`config.mk`:
```
export PLATFORM = sky130hd
export DESIGN_NAME = motor_startup_sequencer
export DESIGN_NICKNAME = d
export VERILOG_FILES = /design/src/rtl/motor_startup_sequencer.sv
export SDC_FILE = /design/constraint.sdc
export NUM_CORES = 1
export LEC_CHECK = 0
export CAP_MARGIN = 10
export CORE_ASPECT_RATIO = 0.9
export CORE_MARGIN = 5
export CORE_UTILIZATION = 40
export DETAILED_ROUTE_END_ITERATION = 7
export PLACE_DENSITY = 0.66
export SYNTH_ARGS = -nofsm -noshare
export SYNTH_HDL_FRONTEND = slang
export SYNTH_SLANG_ARGS = --single-unit
```
`constraint.sdc`:
```
create_clock -name clk -period 6.7 [get_ports clk]
set_clock_uncertainty 0.15 [all_clocks]
set_input_delay 1.005 -clock clk [delete_from_list [all_inputs] [get_ports clk]]
set_output_delay 1.005 -clock clk [all_outputs]
set_load 0.005 [all_outputs]
```
`src/rtl/motor_startup_sequencer.sv`:
```
// BLDC startup: rotor align, open-loop forced-commutation ramp, then hall-locked closed loop with stall/invalid-hall fault.
// Latency: phase follows a raw hall change by 3 clks in CLOSED; no backpressure, all outputs registered.
module motor_startup_sequencer #(
  parameter int ALIGN_TICKS    = 2000,
  parameter int START_INTERVAL = 1024,
  parameter int MIN_INTERVAL   = 128,
  parameter int RAMP_STEP      = 32,
  parameter int STALL_TICKS    = 4096
) (
  input  logic       clk,
  input  logic       rst,
  input  logic       tick,
  input  logic       run_req,
  input  logic       dir,
  input  logic [2:0] hs,
  input  logic       fault_clr,
  output logic [2:0] phase,
  output logic       drive_en,
  output logic [2:0] state,
  output logic       fault
);

  localparam int CNT_MAX = (ALIGN_TICKS > START_INTERVAL) ? ALIGN_TICKS : START_INTERVAL;
  localparam int CNT_W   = $clog2(CNT_MAX + 1);
  localparam int STL_W   = $clog2(STALL_TICKS + 1);

  typedef enum logic [2:0] {
    S_IDLE   = 3'd0,
    S_ALIGN  = 3'd1,
    S_RAMP   = 3'd2,
    S_CLOSED = 3'd3,
    S_FAULT  = 3'd4
  } state_t;

  state_t           st;
  logic [2:0]       hs_m, hs_s, hs_p;
  logic [CNT_W-1:0] cnt;
  logic [CNT_W-1:0] interval;
  logic [CNT_W-1:0] interval_nxt;
  logic [STL_W-1:0] stall_cnt;
  logic             dir_l;
  logic             hall_edge;
  logic             hall_bad;
  logic [2:0]       hall_phase;
  logic [2:0]       phase_step;

  assign state = st;

  always_ff @(posedge clk or posedge rst) begin
    if (rst) begin
      hs_m <= 3'd0;
      hs_s <= 3'd0;
      hs_p <= 3'd0;
    end else begin
      hs_m <= hs;
      hs_s <= hs_m;
      hs_p <= hs_s;
    end
  end

  assign hall_edge = (hs_s != hs_p);
  assign hall_bad  = (hs_s == 3'd0) || (hs_s == 3'd7);

  function automatic logic [2:0] hall_map(input logic [2:0] h, input logic cw);
    logic [2:0] p;
    p = 3'd0;
    case (h)
      3'd1:    p = cw ? 3'd4 : 3'd1;
      3'd2:    p = cw ? 3'd0 : 3'd3;
      3'd3:    p = cw ? 3'd5 : 3'd2;
      3'd4:    p = cw ? 3'd2 : 3'd5;
      3'd5:    p = cw ? 3'd3 : 3'd0;
      3'd6:    p = cw ? 3'd1 : 3'd4;
      default: p = 3'd0;
    endcase
    return p;
  endfunction

  assign hall_phase = hall_map(hs_s, dir_l);
  assign phase_step = dir_l ? ((phase == 3'd5) ? 3'd0 : phase + 3'd1)
                            : ((phase == 3'd0) ? 3'd5 : phase - 3'd1);

  // Signed compare so a step larger than the interval clamps instead of wrapping.
  always_comb begin
    interval_nxt = CNT_W'(MIN_INTERVAL);
    if (int'(interval) - RAMP_STEP > MIN_INTERVAL)
      interval_nxt = interval - CNT_W'(RAMP_STEP);
  end

  always_ff @(posedge clk or posedge rst) begin
    if (rst) begin
      st        <= S_IDLE;
      phase     <= 3'd0;
      drive_en  <= 1'b0;
      fault     <= 1'b0;
      cnt       <= '0;
      interval  <= '0;
      stall_cnt <= '0;
      dir_l     <= 1'b0;
    end else begin
      case (st)
        S_IDLE: begin
          phase    <= 3'd0;
          drive_en <= 1'b0;
          fault    <= 1'b0;
          if (tick && run_req) begin
            st       <= S_ALIGN;
            drive_en <= 1'b1;
            dir_l    <= dir;
            cnt      <= '0;
          end
        end

        S_ALIGN: begin
          if (!run_req) begin
            st       <= S_IDLE;
            drive_en <= 1'b0;
            phase    <= 3'd0;
          end else if (tick) begin
            if (cnt == CNT_W'(ALIGN_TICKS - 1)) begin
              st       <= S_RAMP;
              cnt      <= '0;
              interval <= CNT_W'(START_INTERVAL);
            end else begin
              cnt <= cnt + CNT_W'(1);
            end
          end
        end

        S_RAMP: begin
          if (hall_bad) begin
            st       <= S_FAULT;
            drive_en <= 1'b0;
            phase    <= 3'd0;
            fault    <= 1'b1;
          end else if (!run_req) begin
            st       <= S_IDLE;
            drive_en <= 1'b0;
            phase    <= 3'd0;
          end else if (hall_edge && interval == CNT_W'(MIN_INTERVAL)) begin
            st        <= S_CLOSED;
            phase     <= hall_phase;
            stall_cnt <= '0;
          end else if (tick) begin
            if (cnt == interval - CNT_W'(1)) begin
              cnt      <= '0;
              phase    <= phase_step;
              interval <= interval_nxt;
            end else begin
              cnt <= cnt + CNT_W'(1);
            end
          end
        end

        S_CLOSED: begin
          if (hall_bad || (tick && !hall_edge && stall_cnt == STL_W'(STALL_TICKS - 1))) begin
            st       <= S_FAULT;
            drive_en <= 1'b0;
            phase    <= 3'd0;
            fault    <= 1'b1;
          end else if (!run_req) begin
            st       <= S_IDLE;
            drive_en <= 1'b0;
            phase    <= 3'd0;
          end else begin
            phase <= hall_phase;
            if (hall_edge)
              stall_cnt <= '0;
            else if (tick)
              stall_cnt <= stall_cnt + STL_W'(1);
          end
        end

        S_FAULT: begin
          drive_en <= 1'b0;
          phase    <= 3'd0;
          fault    <= 1'b1;
          if (fault_clr && !run_req) begin
            st    <= S_IDLE;
            fault <= 1'b0;
          end
        end

        default: begin
          st       <= S_IDLE;
          drive_en <= 1'b0;
          phase    <= 3'd0;
          fault    <= 1'b0;
        end
      endcase
    end
  end

endmodule
```
======== After elaboration in Yosys (flattened, before gate mapping) ========
Cells that the tools add are included.
cells by class
  add/subtract/negate cells ............... 7
  magnitude comparators ................... 1
  equality and inequality tests ........... 40
  mux-type cells .......................... 66
  bitwise logic cells ..................... 1
  reductions and logical operators ........ 22
operator list
  kind                                                                              count
  11-bit two-way mux                                                                18
  13-bit two-way mux                                                                7
  3-bit two-way mux                                                                 24
  11-bit case mux with 3 select lines                                               1
  2-bit != test, second input constant                                              16
  13-bit case mux with 2 select lines                                               1
  11-bit case mux with 2 select lines                                               1
  3-bit == test, second input constant                                              6
  3-bit case mux with 6 select lines                                                1
  3-bit case mux with 5 select lines                                                1
  13-bit by 1-bit adder with 13-bit output, second input constant                   1
  13-bit by 12-bit == test with 1-bit output, second input constant                 1
  3-bit by 2-bit == test with 1-bit output, second input constant                   4
  12-bit by 9-bit greater-than comparator with 1-bit output, second input constant  1
  3-bit != test, second input constant                                              4
  11-bit by 6-bit subtractor with 12-bit output, second input constant              1
  11-bit by 1-bit adder with 11-bit output, second input constant                   1
  11-bit == test                                                                    1
  11-bit == test, second input constant                                             1
  11-bit by 8-bit == test with 1-bit output, second input constant                  1
  11-bit by 1-bit subtractor with 11-bit output, second input constant              1
  11-bit by 6-bit subtractor with 11-bit output, second input constant              1
  5-bit != test, second input constant                                              2
  3-bit logical NOT                                                                 3
  21 further kinds                                                                  38
storage, ports and cells
  flip-flop bits (word level) ............. 53
  input port bits ......................... 9
  output and inout port bits .............. 8
  logic and storage cells ................. 148

======== Longest topological paths before layout ========
Gate-level depths: netlist of run 1.
  depth after elaboration ................. 9
  mapped depth ............................ 10
  gate-level depth less buffers ........... 8

======== Worst setup path before layout of run 1 ========
Ideal clock, no wire load.
  path type ............................... input -> register
  from .................................... in tick
  to ...................................... reg stall_cnt[4]
  setup time .............................. 0.095 ns
  data arrival time ....................... 2.207 ns
  data required time ...................... 6.455 ns
  slack ................................... 4.248 ns
  stages .................................. 7
  buffers on the path ..................... 1
  cell sequence ........................... inv_1 nor3_1 a211oi_1 o21ai_1 clkbuf_1 o21ai_0 o31ai_1
between the ends
  word-level cells in the longest chain between the ends .. 5
  elaborated cells between the ends (all ways) .. 6
  classes of those cells .................. eq/ne: 2; reduce/logical: 4
ends and longest elaborated chain
  what                             line  text
  start, declared                  12    input logic tick,
  1-bit logical AND (2 in series)  156   if (hall_bad || (tick && !hall_edge && stall_cnt == STL_W'(STALL_TICKS - 1))) begin
  1-bit logical OR                 156
  2-bit != test (no line)          --
  7-bit AND reduction (no line) *  --
  end signal, assigned             170   stall_cnt <= stall_cnt + STL_W'(1);
  end, declared                    40    logic [STL_W-1:0] stall_cnt;
Every way passes the cells marked *; elsewhere a longest branch is shown, timed or not.
A chain may end at the register's enable or synchronous reset.

======== Worst setup path after layout of run 1 ========
  from .................................... in tick
  to ...................................... reg stall_cnt[5]
The elaborated chain is that of the path after synthesis.

==> results of run 1 <==
placed cells by master (no fill, tap or decap), types with 2 or more instances in the layout:
master,count
o2bb2ai_1,3
or3_1,3
a311oi_2,2
mux2i_1,4
o21a_1,4
o21ai_0,27
dfrtp_1,48
nor2_1,30
nor3b_1,2
mux2_2,4
nor3_1,8
a21oi_1,12
and3_1,7
a211oi_1,4
and2_1,5
nand3_1,24
a22oi_1,3
nand2b_1,10
o21bai_1,2
a41oi_1,2
a31oi_1,4
clkbuf_8,6
xnor2_1,9
ha_1,6
o31ai_1,6
xor2_1,12
nand4_1,4
clkdlybuf4s50_1,16
a31o_2,2
a221oi_1,2
nor2b_1,5
inv_1,7
nand2_1,25
cell type report:
cell class,count,share of cell area
well taps,96,0.0353
clock inverters,2,0.0114
flip-flops and latches,48,0.353
multi-input cells,265,0.520
repair buffers,16,0.0470
inverters,9,0.00992
clock buffers,6,0.0242
per-layer routing:
metal,vias up,global-route usage
met2,29,0.232
met5,-,0
met1,1223,0.208
li1,1245,-
met4,0,0.0485
met3,8,0.0298
worst max-delay path, stage by stage:
cell             delay [ps]
clkdlybuf4s50_1         560
inv_1                   120
nor3_1                  380
a211oi_1                170
o21ai_1                 730
or2_1                   400
o21ai_0                 150
worst max path at each step:
stage | end | start | depth (start not counted)
6_report | stall_cnt[5] | tick | 7
5_1_grt | stall_cnt[6] | tick | 7
4_1_cts | stall_cnt[5] | tick | 7
3_5_place_dp | stall_cnt[5] | tick | 7
3_3_place_gp | stall_cnt[2] | tick | 7
2_1_floorplan | stall_cnt[4] | tick | 7
power by group through the flow:
stage | logic, mW | clock network, mW | registers (mW)
final | 0.469 | 0.224 | 0.412
after global routing | 0.527 | 0.241 | 0.424
after CTS | 0.471 | 0.231 | 0.412
after detailed placement | 0.468 | 0 | 0.418
after global placement | 0.460 | 0 | 0.416
after floorplan | 0.413 | 0 | 0.366
sequential cells by signal, indices dropped and copies added (netlist names):
register and count:
state 3, interval 6, fault 1, stall_cnt 13
hs_p 3, drive_en 1, hs_m 3, dir_l 1
cnt 11, hs_s 3, phase 3
logic make-up after synthesis:
group,synth area share
fa+ha+maj,0.0242
buf+inv,0.0408
flops,0.388
simple gates,0.248
compound gates,0.212
mux,0.0275
xor+xnor,0.0594
through the flow:
stage / std cells / instance area (um^2)
2_1_floorplan: 340 / 3100
3_3_place_gp: 434 / 3290
3_5_place_dp: 434 / 3290
4_1_cts: 442 / 3410
5_1_grt: 442 / 3410
6_report: 442 / 3410
==> impl_results.md, run 1 <==
- Status: finished clean
- Reg2reg start: state[0]
- Slew HR: 0.326
- DRT Pass-1 Iters: 4
- Clk Latency, worst-skew pair: a little over 300 ps
- Post-synthesis average cell area: around 9 um^2
- Min Tclk post-route: ~3500 ps
- CP Max Fanout: 15
- Fin. Hold Viols: 0
- Synth Warn #: 0
- Multi-input gate area: approximately 1800 um^2
- Async SR Flop Fraction: 1.00
- FF/Latch Area: between 1000 and 1500 um^2
- Hold Crit Class: flip-flop to flip-flop
- Die Y: 93.5 um
- Min-Delay Startpoint: hs_m[2]
- Cts hold-fix bufs: 0
- Sequential area share after synthesis: 0.388
- DP HPWL: roughly 4.7 mm
- Vias in the first global route: 2386
- DR iter-0 viols: 130
- Layout cells sized above 1: 0.0896
- WHS Endpoint: hs_s[2]
- Area contributors post-synth: dfrtp_1 39%, o21ai_0 4.4%, nand3_1 3.9%
- Clock net sink count: 48
- Worst r2r dst: interval[8]
- Area grow syn2layout: 9.98%
- H-tree depth: 2
- CTS Root Cell: clkbuf_8
- Power Total: approximately 1.1 mW
- DR WL met2: between 3 and 4 mm
- P_int: about 0.66 mW
- Setup violations, final: 0
- Yosys top cell area share: 0.388
- Post-CTS Setup Bufs: 0
- Critical Path AT: ~3500 ps
- Row count: 30
- Static leakage: around 1.4 nW
- #FFs+latches synth: 48
- Worst R2R Setup Slack: between 3000 and 4000 ps
- PortBufs: 16
- Pins Over Slew Limit: 0
- Worst-path clk slew: roughly 90 ps
- Die area: roughly 9600 um^2
- Register-to-Register Path Depth: 6
- Peak VDD IR: around 0.00016 V
- Met3 routed WL: between 200 and 250 um
- Die width: between 100 and 150 um
- Largest net degree at the start of global routing: 49
- Fin util: 0.452
- Crit end category: flip-flop
- Synthesized instance count: between 300 and 400
- Routed via count: 2505
- ANT nets after route: 0
- Worst-Margin Slew: between 1000 and 1500 ps
- GP Congestion: between 0.7 and 0.8
- Final net count: 360
- Top_reg_cell synth: dfrtp_1
- CTS buffer count: 5
- Max Fclk: roughly 290 MHz
- Final TNS setup: 0 ps
- Top routing layer in use: met4
- Diode count: 0
- Worst Path Class, Setup: input pin to flip-flop
- Max-capacitance violation count: 0
- Hold Path Depth: 0
- TritonCTS clock tree: built
- CP Data Required Time: between 6000 and 7000 ps
- RSZ-0062 raised after global routing: false
- Top post-synthesis cells by count: 48 x dfrtp_1, 30 x nor2_1, 27 x o21ai_0, 25 x nand2_1, 24 x nand3_1
- Initial Utilization: 0.411
- Gr ovfl total: 0
- Power density over cell area: 324 nW/um^2
- Core area: between 7000 and 8000 um^2
- Net switching power: 0.447 mW
- Post-Route WL: around 6.6 mm
- Post-synth EDFFs: 0
- Flop pwr share: 0.373
- Area leader, netlist: dfrtp_1
- First-pass GRT wire length: roughly 12 mm
- Combinational cell fraction of total power: 0.425
- Fillers: ~750
- Pre-CTS WS: roughly 2900 ps
- Antenna violations before repair: 0
- WL/cell: 14.9 um
- Deepest clock path buffer count: 2
- Drt drc: 0
- Mapped Area: 3100 um^2
- CP Launch Type: input pin
- Top-count cell post-synth: dfrtp_1
- Final worst-path setup slack: around 3200 ps
- M1 WL: between 3 and 4 mm
- CTS resizes: 0
- Switching share of power: 0.404
- I/O Pins: 17
- Syn_nets: 355
- Yosys cell types: 69
- Via/cell ratio: between 5 and 6
- Clock power frac: 0.203
- WHS: 205 ps
- Total track usage: 0.149
- Final period util: 0.521
(Power assumes the default switching activity.)
==> run 2, diff against run 1 <==
--- a/config.mk
+++ b/config.mk
@@ -10,7 +10,7 @@
 export CORE_MARGIN = 5
 export CORE_UTILIZATION = 40
 export DETAILED_ROUTE_END_ITERATION = 7
-export PLACE_DENSITY = 0.66
+export PLACE_DENSITY = 0.68
 export SYNTH_ARGS = -nofsm -noshare
 export SYNTH_HDL_FRONTEND = slang
 export SYNTH_SLANG_ARGS = --single-unit
==> constraint.sdc (replaced) <==
create_clock -name clk -period 2.98 [get_ports clk]
set_clock_uncertainty 0.15 [all_clocks]
set_input_delay 0.447 -clock clk [delete_from_list [all_inputs] [get_ports clk]]
set_output_delay 0.447 -clock clk [all_outputs]
set_load 0.005 [all_outputs]
==> run 2 against run 1 <==
Clock-buffer cell count is the same. Die area stayed put. Combinational power increased by 140%. Non-clock buffer count up 10. Sequential power is 120% higher. Sequential share of layout area down 0.62 points. Final cell count up 2.3%. Flip-flop and latch count unchanged. Core utilization up 0.81 points. Critical endpoint is now cnt[5]. Final area increased by 1.8%. Register-to-register slack got worse by 3100 ps. Clock power is 110% higher.
==> impl_results.md, run 2 (synthesis gave the netlist of run 1 again) <==
- Status: finished clean
- Slew HR: 0.600
- WL/cell: ~15 um
- Gate family responsible for the most delay along the worst path: compound AO/OA/AOI/OAI gates
- P_int: approximately 1.5 mW
- Max Fclk: roughly 390 MHz
- CP Max Fanout: 10
- H-tree depth: 2
- Hold Path Depth: 0
- I/O Pins: 17
- Pins Over Slew Limit: 0
- DP HPWL: a little under 5 mm
- CTS resizes: 0
- Final worst-path setup slack: ~400 ps
- Setup violations, final: 0
- Core area: roughly 7500 um^2
- Finished Cell Area: between 3000 and 4000 um^2
- Biggest register: stall_cnt
- Post-Route WL: 6.58 mm
- Critical Path AT: 2610 ps
- RSZ-0062 raised after global routing: false
- Diode count: 0
- Power density over cell area: 724 nW/um^2
- Largest regs: stall_cnt (13), cnt (11), interval (6)
- Pre-CTS WS: between 200 and 300 ps
- Fin. Hold Viols: 0
- Static leakage: 1.42 nW
- Worst-Margin Slew: around 600 ps
- Register-to-Register Path Depth: 8
- Worst-path clk slew: ~90 ps
- Final TNS setup: 0 ps
- Clock net sink count: 48
- Slowest CP cell: dfrtp_1
- Placed cell area: 3360 um^2
- Vias in the first global route: ~2400
- Buf/Inv on CP: 1
- Min-Delay Startpoint: hs_m[0]
- Area grow syn2layout: 12.0%
- Layout cells sized above 1: 0.112
- Routed via count: about 2500
- ANT nets after route: 0
- CTS buffer count: 5
- Combinational cell fraction of total power: 0.451
- Final net count: 370
- Gr ovfl total: 0
- Flop pwr share: 0.361
- Total track usage: 0.151
- Post-CTS Setup Bufs: 0
- Final period util: 0.864
- PortBufs: 16
- Switching share of power: 0.405
- Row count: 30
- CP Data Required Time: around 3000 ps
- Drt drc: 0
- Deepest clock path buffer count: 2
- Commonest non-fill, non-tap cell in the layout: dfrtp_1
- Reg2reg start: interval[6]
- Die Y: slightly above 90 um
- DR iter-0 viols: slightly below 200
- Crit end category: flip-flop
- DRT Pass-1 Iters: 4
- TritonCTS clock tree: built
- Peak VDD IR: ~0.00025 V
- Die area: slightly below 10000 um^2
- Antenna violations before repair: 0
- Crit path depth: 8
- GP Congestion: roughly 0.83
- Cts hold-fix bufs: 0
- Worst R2R Setup Slack: 410 ps
- Via/cell ratio: 5.48
- Initial Utilization: 0.411
- Net switching power: about 1 mW
- First-pass GRT wire length: 11.7 mm
- Clk Latency, worst-skew pair: around 300 ps
- Worst Path Class, Setup: flip-flop to flip-flop
- Max reg flops: 13
- Hold Crit Class: flip-flop to flip-flop
- Clock power frac: 0.188
- Max-capacitance violation count: 0
- Worst Setup SP: interval[6]
- Die width: a little over 100 um
- CTS Root Cell: clkbuf_8
- Most frequent cells in the layout: 48 x dfrtp_1, 30 x nor2_1, 27 x o21ai_0
- Fillers: 716
- Crit path cell chain: inv_1, ha_1, o21ba_2, a221oi_1, a31o_2, nand3_1, a211oi_4, nor2_1
- CP Launch Type: flip-flop
- Min Tclk post-route: between 2000 and 3000 ps
- Largest net degree at the start of global routing: 49
- Slowest stage delay, CP: 480 ps
[run 2: power by group through the flow]
stage / logic, mW / clock network [mW] / registers, mW
after global routing: 1.27 / 0.517 / 0.933
after detailed placement: 1.13 / 0 / 0.921
final: 1.13 / 0.472 / 0.907
after global placement: 1.11 / 0 / 0.917
after floorplan: 0.929 / 0 / 0.823
after CTS: 1.13 / 0.487 / 0.909
[run 2: cell type report]
| cell class | count | area (um^2) | share of cell area |
|---|---|---|---|
| clock buffers | 6 | 72.6 | 0.0209 |
| clock inverters | 2 | 35.0 | 0.0101 |
| inverters | 9 | 33.8 | 0.00974 |
| multi-input cells | 265 | 1770 | 0.510 |
| flip-flops and latches | 48 | 1200 | 0.346 |
| well taps | 96 | 120 | 0.0346 |
| repair buffers | 26 | 235 | 0.0678 |
[run 2: stage by stage]
step | power, mW | utilization | cells | hold slack [ps]
5_1_grt | 2.72 | 0.460 | 452 | 218
3_5_place_dp | 2.05 | 0.445 | 444 | 186
6_report | 2.51 | 0.460 | 452 | 202
3_3_place_gp | 2.03 | 0.445 | 444 | 187
4_1_cts | 2.53 | 0.460 | 452 | 207
2_1_floorplan | 1.75 | - | 340 | 181
[run 2: path summary, 6_finish.rpt]
kind                                     end
worst max-delay path                  cnt[5]
worst min-delay path                 hs_s[0]
worst max register to register        cnt[5]
worst min register to register       hs_s[0]
max in group asynchronous            hs_m[0]
min in group asynchronous       stall_cnt[1]
[run 2: per-layer routing]
layer,up-vias,GRT usage,part of all wire,wire [um]
li1,1269,-,-,-
met1,1168,0.221,0.50,3280
met2,35,0.230,0.46,3000
met3,4,0.0380,0.041,273
met4,0,0.0237,0.0047,31
met5,-,0,0,0
==> run 3, diff against run 2 <==
--- a/config.mk
+++ b/config.mk
@@ -10,6 +10,7 @@
 export CORE_MARGIN = 5
 export CORE_UTILIZATION = 40
 export DETAILED_ROUTE_END_ITERATION = 7
+export HOLD_SLACK_MARGIN = 0.1
 export PLACE_DENSITY = 0.68
 export SYNTH_ARGS = -nofsm -noshare
 export SYNTH_HDL_FRONTEND = slang
==> results of run 3 <==
No change in the layout: final DEF, timing and power equal those of run 2.
